$ cat config.mk
export PLATFORM = sky130hd
export DESIGN_NAME = lcd_host_seq_flat
export DESIGN_NICKNAME = d
export VERILOG_FILES = /design/src/rtl/lcd_host_seq_if.sv /design/src/rtl/lcd_host_seq.sv /design/src/flat_wrapper.sv
export SDC_FILE = /design/constraint.sdc
export NUM_CORES = 1
export LEC_CHECK = 0
export ABC_AREA = 1
export CAP_MARGIN = 20
export CORE_MARGIN = 3
export CORE_UTILIZATION = 65
export CTS_BUF_LIST = sky130_fd_sc_hd__clkbuf_8
export DETAILED_ROUTE_END_ITERATION = 8
export DONT_BUFFER_PORTS = 1
export PLACE_DENSITY_LB_ADDON = 0.25
export SETUP_SLACK_MARGIN = 0.15
export SLEW_MARGIN = 0
export SYNTH_ARGS = -nofsm -noshare
export SYNTH_HDL_FRONTEND = slang
export SYNTH_SLANG_ARGS = --single-unit
$ cat constraint.sdc
create_clock -name clk -period 1.6 [get_ports clk]
set_clock_uncertainty 0.05 [all_clocks]
set_input_delay 0.4 -clock clk [delete_from_list [all_inputs] [get_ports clk]]
set_output_delay 0.4 -clock clk [all_outputs]
set_load 0.1 [all_outputs]
$ cat src/rtl/lcd_host_seq_if.sv
// Host <-> environment signal bundle for lcd_host_seq: upstream request queue,
// image RAM port, LCD controller handshake and captured-window outputs.
interface lcd_host_seq_if;
   logic       req_valid;
   logic [3:0] req_cmd;
   logic       req_ready;
   logic       img_rd;
   logic [6:0] img_addr;
   logic [7:0] img_data;
   logic [3:0] cmd;
   logic       cmd_valid;
   logic [7:0] datain;
   logic       busy;
   logic [7:0] dataout;
   logic       output_valid;
   logic       win_valid;
   logic [7:0] win_data;
   logic [3:0] win_idx;
   logic       frame_done;
   logic       frame_err;

   modport master (
      input  req_valid, req_cmd, img_data, busy, dataout, output_valid,
      output req_ready, img_rd, img_addr, cmd, cmd_valid, datain,
             win_valid, win_data, win_idx, frame_done, frame_err
   );

   modport slave (
      output req_valid, req_cmd, img_data, busy, dataout, output_valid,
      input  req_ready, img_rd, img_addr, cmd, cmd_valid, datain,
             win_valid, win_data, win_idx, frame_done, frame_err
   );
endinterface

$ cat src/rtl/lcd_host_seq.sv
// Host command sequencer for the LCD controller: issues commands, streams the LOAD
// image from RAM and captures the returned window. Optional watchdog: LCD_HOST_TIMEOUT_EN.
module lcd_host_seq #(
   parameter int IMG_PIX = 108,
   parameter int WIN_PIX = 16,
   parameter int TIMEOUT = 255
) (
   input logic            clk,
   input logic            reset,
   lcd_host_seq_if.master bus
);

   typedef enum logic [2:0] {IDLE, ISSUE, LOAD, WAIT_HI, COLLECT, DONE} state_t;
   localparam logic [3:0] CMD_LOAD = 4'd0;

   state_t     state;
   logic [6:0] pix_cnt;
   logic [4:0] win_cnt;
   logic       accept;
   logic       capture;
   logic       wd_hit;

   if (IMG_PIX < 2 || IMG_PIX > 128 || WIN_PIX < 1 || WIN_PIX > 31 ||
       TIMEOUT < 1 || TIMEOUT > 255) begin : g_param_check
      $error("lcd_host_seq: parameter out of range");
   end

   function automatic logic [4:0] sat_inc(input logic [4:0] v);
      return (v == 5'd31) ? v : v + 5'd1;
   endfunction

   function automatic logic [4:0] cnt_after(input logic [4:0] v, input logic hit);
      return hit ? sat_inc(v) : v;
   endfunction

   assign bus.datain = bus.img_data;
   assign accept     = (state == ISSUE) && bus.cmd_valid && !bus.busy;
   assign capture    = ((state == WAIT_HI) || (state == COLLECT)) && bus.output_valid;

`ifdef LCD_HOST_TIMEOUT_EN
   logic [7:0] wdog;
   logic       watched;
   logic       wd_reload;

   assign watched = (state == ISSUE) || (state == WAIT_HI) || (state == COLLECT);
   // Entering ISSUE always comes from an unwatched state, so only the two watched->watched edges need a reload
   assign wd_reload = !watched || bus.output_valid || accept || ((state == WAIT_HI) && bus.busy);
   assign wd_hit    = !wd_reload && (wdog == 8'(TIMEOUT - 1));

   always_ff @(posedge clk or negedge reset) begin
      if (!reset)         wdog <= 8'd0;
      else if (wd_reload) wdog <= 8'd0;
      else                wdog <= wdog + 8'd1;
   end
`else
   assign wd_hit = 1'b0;
`endif

   always_ff @(posedge clk or negedge reset) begin
      if (!reset) begin
         state          <= IDLE;
         pix_cnt        <= 7'd0;
         win_cnt        <= 5'd0;
         bus.req_ready  <= 1'b0;
         bus.cmd        <= 4'd0;
         bus.cmd_valid  <= 1'b0;
         bus.img_rd     <= 1'b0;
         bus.img_addr   <= 7'd0;
         bus.win_valid  <= 1'b0;
         bus.win_data   <= 8'd0;
         bus.win_idx    <= 4'd0;
         bus.frame_done <= 1'b0;
         bus.frame_err  <= 1'b0;
      end else begin
         bus.win_valid  <= 1'b0;
         bus.frame_done <= 1'b0;
         bus.frame_err  <= 1'b0;

         if (capture) begin
            bus.win_valid <= 1'b1;
            bus.win_data  <= bus.dataout;
            bus.win_idx   <= win_cnt[3:0];
            win_cnt       <= sat_inc(win_cnt);
         end

         case (state)
            IDLE: begin
               bus.req_ready <= 1'b1;
               if (bus.req_valid && bus.req_ready) begin
                  state         <= ISSUE;
                  bus.req_ready <= 1'b0;
                  bus.cmd       <= bus.req_cmd;
                  bus.cmd_valid <= 1'b1;
                  if (bus.req_cmd == CMD_LOAD) begin
                     bus.img_rd   <= 1'b1;
                     bus.img_addr <= 7'd0;
                  end
               end
            end
            ISSUE: begin
               if (accept) begin
                  bus.cmd_valid <= 1'b0;
                  pix_cnt       <= 7'd0;
                  state         <= (bus.cmd == CMD_LOAD) ? LOAD : WAIT_HI;
               end else if (wd_hit) begin
                  bus.cmd_valid  <= 1'b0;
                  bus.img_rd     <= 1'b0;
                  bus.img_addr   <= 7'd0;
                  bus.frame_done <= 1'b1;
                  bus.frame_err  <= 1'b1;
                  state          <= DONE;
               end
            end
            // Controller raises busy late during LOAD, so the stream is purely count-driven
            LOAD: begin
               if (pix_cnt == 7'(IMG_PIX - 1)) state <= WAIT_HI;
               else                            pix_cnt <= pix_cnt + 7'd1;
            end
            WAIT_HI: begin
               if (bus.busy) begin
                  state <= COLLECT;
               end else if (wd_hit) begin
                  bus.frame_done <= 1'b1;
                  bus.frame_err  <= 1'b1;
                  state          <= DONE;
               end
            end
            COLLECT: begin
               if (!bus.busy) begin
                  bus.frame_done <= 1'b1;
                  bus.frame_err  <= (cnt_after(win_cnt, bus.output_valid) != 5'(WIN_PIX));
                  state          <= DONE;
               end else if (wd_hit) begin
                  bus.frame_done <= 1'b1;
                  bus.frame_err  <= 1'b1;
                  state          <= DONE;
               end
            end
            DONE: begin
               win_cnt       <= 5'd0;
               bus.req_ready <= 1'b1;
               state         <= IDLE;
            end
            default: state <= IDLE;
         endcase

         // Address k is presented in the cycle before edge E(k); E0 is the accept edge
         if (bus.img_rd && ((state == LOAD) || accept)) begin
            if (bus.img_addr == 7'(IMG_PIX - 1)) begin
               bus.img_rd   <= 1'b0;
               bus.img_addr <= 7'd0;
            end else begin
               bus.img_addr <= bus.img_addr + 7'd1;
            end
         end
      end
   end

endmodule

$ cat src/flat_wrapper.sv
// flat-port wrapper written by rule: the top's interface ports become plain ports
module lcd_host_seq_flat 
#(
   parameter int IMG_PIX = 108,
   parameter int WIN_PIX = 16,
   parameter int TIMEOUT = 255
)
  (clk, reset, bus_req_valid, bus_req_cmd, bus_img_data, bus_busy, bus_dataout, bus_output_valid, bus_req_ready, bus_img_rd, bus_img_addr, bus_cmd, bus_cmd_valid, bus_datain, bus_win_valid, bus_win_data, bus_win_idx, bus_frame_done, bus_frame_err);
  lcd_host_seq_if bus_i ();
  input logic clk;
  input logic reset;
  input wire logic [$bits(bus_i.req_valid)-1:0] bus_req_valid;
  input wire logic [$bits(bus_i.req_cmd)-1:0] bus_req_cmd;
  input wire logic [$bits(bus_i.img_data)-1:0] bus_img_data;
  input wire logic [$bits(bus_i.busy)-1:0] bus_busy;
  input wire logic [$bits(bus_i.dataout)-1:0] bus_dataout;
  input wire logic [$bits(bus_i.output_valid)-1:0] bus_output_valid;
  output wire logic [$bits(bus_i.req_ready)-1:0] bus_req_ready;
  output wire logic [$bits(bus_i.img_rd)-1:0] bus_img_rd;
  output wire logic [$bits(bus_i.img_addr)-1:0] bus_img_addr;
  output wire logic [$bits(bus_i.cmd)-1:0] bus_cmd;
  output wire logic [$bits(bus_i.cmd_valid)-1:0] bus_cmd_valid;
  output wire logic [$bits(bus_i.datain)-1:0] bus_datain;
  output wire logic [$bits(bus_i.win_valid)-1:0] bus_win_valid;
  output wire logic [$bits(bus_i.win_data)-1:0] bus_win_data;
  output wire logic [$bits(bus_i.win_idx)-1:0] bus_win_idx;
  output wire logic [$bits(bus_i.frame_done)-1:0] bus_frame_done;
  output wire logic [$bits(bus_i.frame_err)-1:0] bus_frame_err;
  assign bus_i.req_valid = bus_req_valid;
  assign bus_i.req_cmd = bus_req_cmd;
  assign bus_i.img_data = bus_img_data;
  assign bus_i.busy = bus_busy;
  assign bus_i.dataout = bus_dataout;
  assign bus_i.output_valid = bus_output_valid;
  assign bus_req_ready = bus_i.req_ready;
  assign bus_img_rd = bus_i.img_rd;
  assign bus_img_addr = bus_i.img_addr;
  assign bus_cmd = bus_i.cmd;
  assign bus_cmd_valid = bus_i.cmd_valid;
  assign bus_datain = bus_i.datain;
  assign bus_win_valid = bus_i.win_valid;
  assign bus_win_data = bus_i.win_data;
  assign bus_win_idx = bus_i.win_idx;
  assign bus_frame_done = bus_i.frame_done;
  assign bus_frame_err = bus_i.frame_err;
  lcd_host_seq #(.IMG_PIX(IMG_PIX), .WIN_PIX(WIN_PIX), .TIMEOUT(TIMEOUT)) u_core (.clk(clk), .reset(reset), .bus(bus_i));
endmodule
==> results of run 1 <==
[logic make-up after synthesis]
group                      count (synthesis)  share of synthesized area, %
buffers and inverters                     44                          9.48
AOI/OAI and AO/OA                         20                          4.85
xor gates and xnor gates                   8                          3.05
adders and majority gates                  3                          1.63
DFF                                       44                          47.9
and+or+nand+nor                          167                          33.1
[cell usage after synthesis, types with 2 or more instances]
library cell and instances:
xor2_1 8, nor2_1 18, inv_2 4, buf_4 9, nor3_1 2, nor2_4 2, inv_1 27, ha_1 3
o21ai_0 12, buf_6 2, nor3_4 2, nand3_1 34, nor2_2 3, nand2_2 2, nand4_1 5, nand2_1 94
dfrtp_1 44, or2_2 2, a21oi_1 3, o21ai_2 2
[layer usage]
layer / overflow / GRT usage [%]
met1: 0 / 66.7
met2: 24 / 86.5
met3: 0 / 40.3
met4: 29 / 79.3
met5: 0 / 2.78
[per-stage QoR]
| stage | cells | setup WS (ps) |
|---|---|---|
| floorplan | 286 | 117 |
| global placement | 352 | 103 |
| detailed placement | 352 | 30.7 |
| CTS | 368 | 151 |
[repair_timing]
item	4_1_cts
gates resized for setup	22
pin swaps	1
setup endpoints to repair	34
endpoints found under the hold margin	44
setup buffers	8
==> results.py, run 1 <==
metrics = {
    "grt": {
        "grt_usage_pct": 66.9,
        "grt_max_degree": 45,
        "grt-ovfl-total": 53,
    },
    "outcome": {
        "error": "[ERROR GRT-0232] Routing congestion too high. Check the congestion heatmap in the GUI.",
        "status": "aborted with a tool error",
        "lastStage": "global routing (5_1_grt)",
    },
    "clock_tree": {
        "cts_buffer_depth": 2,
        "h-tree-depth": 2,
        "cts_root_buffer": "clkbuf_8",
        "cts.sinks": 44,
        "cts_buffers": 5,
    },
    "synthesis": {
        "ys_top_cells_by_area": "dfrtp_1 (48%), nand2_1 (15%), nand3_1 (7.4%)",
        "synth_fp_nets": 314,
        "yosys_warnings": 0,
        "yosys_register_bits": 44,
        "async_flop_share_pct": 100,
        "synth_cells": 286,
        "ys_types": 28,
        "synth_top_area_cell": "dfrtp_1",
        "syn_area_mm2": 0.00230,
        "avgSynthCellArea_um2": 8.03,
        "seq_area_frac_synth_pct": 47.9,
        "synth_top_area_share_pct": 47.9,
        "synth_ff_type": "dfrtp_1",
        "synth_edf_count": 0,
    },
    "place": {
        "place_area_mm2": 0.00259,
        "place_hpwl_um": 3520,
        "io_buffer_count": 0,
        "place.gp.congestion": 0.879,
    },
    "timing": {
        "worstEndpointType": "register input",
        "grt_repair_worst_endpoint": "u_core.bus.img_addr[4]$_DFFE_PN0P_/D",
    },
    "floorplan": {
        "start_util_pct": 71.7,
        "num_io_pins": 62,
        "rows": 20,
        "fp.dieW_um": 65.5,
        "die_h_um": 65.5,
    },
}
==> run 2, diff against run 1 <==
CORE_UTILIZATION = 40   (was 65)
CTS_BUF_LIST = default   (was sky130_fd_sc_hd__clkbuf_8)
PLACE_DENSITY_LB_ADDON = 0.15   (was 0.25)
SETUP_SLACK_MARGIN = default   (was 0.15)
==> run 2 against run 1 <==
Effect of this change: synthesized area unchanged; the run now ends clean; synthesized cell count unchanged.
==> results.py, run 2 <==
metrics = {
    "synthesis": {
        "synthSimpleGateAreaFrac_pct": 33.1,
        "synth_top_area_cell": "dfrtp_1",
        "avgSynthCellArea_um2": 8.03,
        "synth_edf_count": 0,
        "synth_top_family_by_area": "simple AND/OR/NAND/NOR gates",
        "syn_area_mm2": 0.00230,
        "synthMuxAreaShare_pct": 0,
        "ys_top_cells_by_area": "dfrtp_1 (48%), nand2_1 (15%), nand3_1 (7.4%)",
        "seq_area_frac_synth_pct": 47.9,
        "synth_commonest_cells": "nand2_1 (94), dfrtp_1 (44), nand3_1 (34), inv_1 (27), nor2_1 (18)",
        "synth_fp_nets": 314,
        "yosys_warnings": 0,
        "async_flop_share_pct": 100,
        "synth_xor_area_share_pct": 3.05,
        "synthAdderAreaFrac_pct": 1.63,
        "synth_ff_type": "dfrtp_1",
        "synth.most_common_cell": "nand2_1",
        "synth_top_area_share_pct": 47.9,
        "ys_types": 28,
        "synth-compound-area-share_pct": 4.85,
        "yosys_register_bits": 44,
        "synth_cells": 286,
    },
    "place": {
        "placedCellCount": 379,
        "place.gp.congestion": 0.811,
        "io_buffer_count": 0,
        "place_hpwl_um": 3620,
    },
    "hold_path": {
        "hp-start": "bus_busy",
        "worst_hold_path_type": "in2reg",
    },
    "timing": {
        "slew_headroom_pct": 77.4,
        "fmax_mhz": 640,
        "slew_viol_final": 0,
        "setup_tns_ps": 0,
        "worst_pin_slew_ps": 337,
        "finalCritPeriodShare_pct": 97.7,
        "final-hold-violation-count": 0,
        "period_minus_slack_ps": 1560,
        "rsz0062_at_grt": "false",
        "hold-worst-slack_ps": 131,
        "setup_viol": 0,
    },
    "detailed_routing": {
        "drt-initial-drc-count": 63,
        "drc": 0,
        "via_count": 1861,
        "routed_wl_um": 4830,
        "drtPass1Iterations": 6,
        "via_per_inst": 4.78,
        "routedWlPerCell_um": 12.4,
        "ant_nets": 0,
    },
    "worst_setup_path": {
        "crit_slowest_cell": "dfrtp_4",
        "criticalPathCategory": "reg2out",
        "arrival_ps": 1110,
        "path_depth": 2,
        "r2r_slack_ps": 140,
        "r2r_start": "u_core.state[0]",
        "reg2regPathDepth": 8,
        "worstPathRequired_ps": 1150,
        "cp_cell_sequence": "buf_4 -> buf_6",
        "crit_path_end": "bus_img_addr[2]",
        "slowest_delay_ps": 470,
        "critPathLaunchType": "flip-flop",
        "crit_path_max_fanout": 6,
        "setup.worst_path.start": "u_core.bus.img_addr[2]",
        "r2r-end": "u_core.bus.win_data[2]",
        "critPathCaptureType": "output pin",
        "critPathBufInv": 2,
        "path_delay_family": "flip-flops",
    },
    "clock_tree": {
        "cts_setup_buffers": 0,
        "cts_tree": "yes",
        "clock_latency_ps": 280,
        "cts_buffers": 5,
        "clk_pin_slew_ps": 80,
        "h-tree-depth": 2,
        "cts_buffer_depth": 2,
        "cts.sinks": 44,
        "cts_root_buffer": "clkbuf_8",
    },
    "cells_and_area": {
        "syn2layout_area_growth_pct": 20.7,
        "utilization_pct": 52.0,
        "nets": 346,
        "fin_cells": 389,
        "largest-register": "u_core.bus.win_data",
        "insertedDiodeCount": 0,
        "largest_reg_flops": 8,
        "final_cell_mix": "nand2_1 (94), nand3_1 (34), dfrtp_1 (32)",
        "reg.largest.list": "u_core.bus.win_data (8), u_core.bus.img_addr (7), u_core.pix_cnt (7)",
        "drive_above_1_share_pct": 23.8,
        "layout_commonest_cell": "nand2_1",
    },
    "floorplan": {
        "die_h_um": 81.8,
        "rows": 26,
        "num_io_pins": 62,
        "fp.dieW_um": 81.8,
        "dieArea_mm2": 0.00669,
        "coreArea_mm2": 0.00534,
        "start_util_pct": 43.1,
    },
    "grt": {
        "grt.met3_usage_pct": 4.71,
        "grt_busiest_layer": "met2",
        "antenna_found_initial": 0,
        "grt_max_degree": 45,
        "grt_pass1_vias": 1765,
        "use_met1_pct": 19.9,
        "grt_pass1_wl_um": 8120,
        "grt-ovfl-total": 0,
        "grt_usage_pct": 15.6,
        "grt_util_met2_pct": 26.1,
    },
    "job": {
        "cap_violations": 0,
    },
    "outcome": {
        "status": "finished, final reports clean",
    },
}
[run 2: cell counts after synthesis]
Identical to the previous run, type by type.
[run 2: per-layer routing]
layer	vias up	routed length (µm)
met5	-	0
met4	0	21
met3	2	319
met2	36	2320
met1	862	2170
li1	961	-
[run 2: how the worst min path moves through the flow]
| stage | to | slack (ps) | cells after the start |
|---|---|---|---|
| final | u_core.bus.frame_done | 130 | 1 |
| after global routing | u_core.bus.frame_done | 110 | 1 |
| after CTS | u_core.bus.frame_done | 120 | 1 |
| after detailed placement | u_core.bus.win_idx[0] | 60 | 0 |
| after global placement | u_core.bus.win_idx[1] | 60 | 0 |
| after floorplan | u_core.bus.cmd[0] | 50 | 0 |
[run 2: kinds of logic (layout without fill, tap and decap cells)]
| kind of cell | Yosys count | count (layout) |
|---|---|---|
| simple gates | 167 | 167 |
| flops | 44 | 44 |
| buf+inv | 44 | 77 |
| compound gates | 20 | 20 |
| xor+xnor | 8 | 8 |
| fa+ha+maj | 3 | 3 |
[run 2: what timing repair did]
action | 4_1_cts | 5_1_grt
resized for setup | 1 | 7
hold buffers | 2 | 0
cloned | 0 | 0
endpoints found under the setup margin | 1 | 29
hold endpoints to repair | 44 | 0
[run 2: per-stage QoR]
| stage | setup slack [ps] | area [µm²] |
|---|---|---|
| 2_1_floorplan | 29.7 | 2320 |
| 3_5_place_dp | 70.7 | 2610 |
| 5_1_grt | 1.19 | 2770 |
| 3_3_place_gp | 101 | 2610 |
| 4_1_cts | 27.3 | 2750 |
| 6_report | 36.4 | 2770 |
[run 2: cell type report]
| cell class | instances | area [µm²] |
|---|---|---|
| multi-input cells | 198 | 1000 |
| fillers | 513 | 2560 |
| flip-flops and latches | 44 | 1130 |
| inverters | 33 | 128 |
| repair buffers | 36 | 334 |
| well taps | 70 | 87.6 |
| clock buffers | 7 | 86.3 |
| clock inverters | 1 | 7.51 |
Power of run 2 is left out: the tool's default activity adds up to more than one toggle a clock period on the data nets, which glitch-free logic cannot reach.
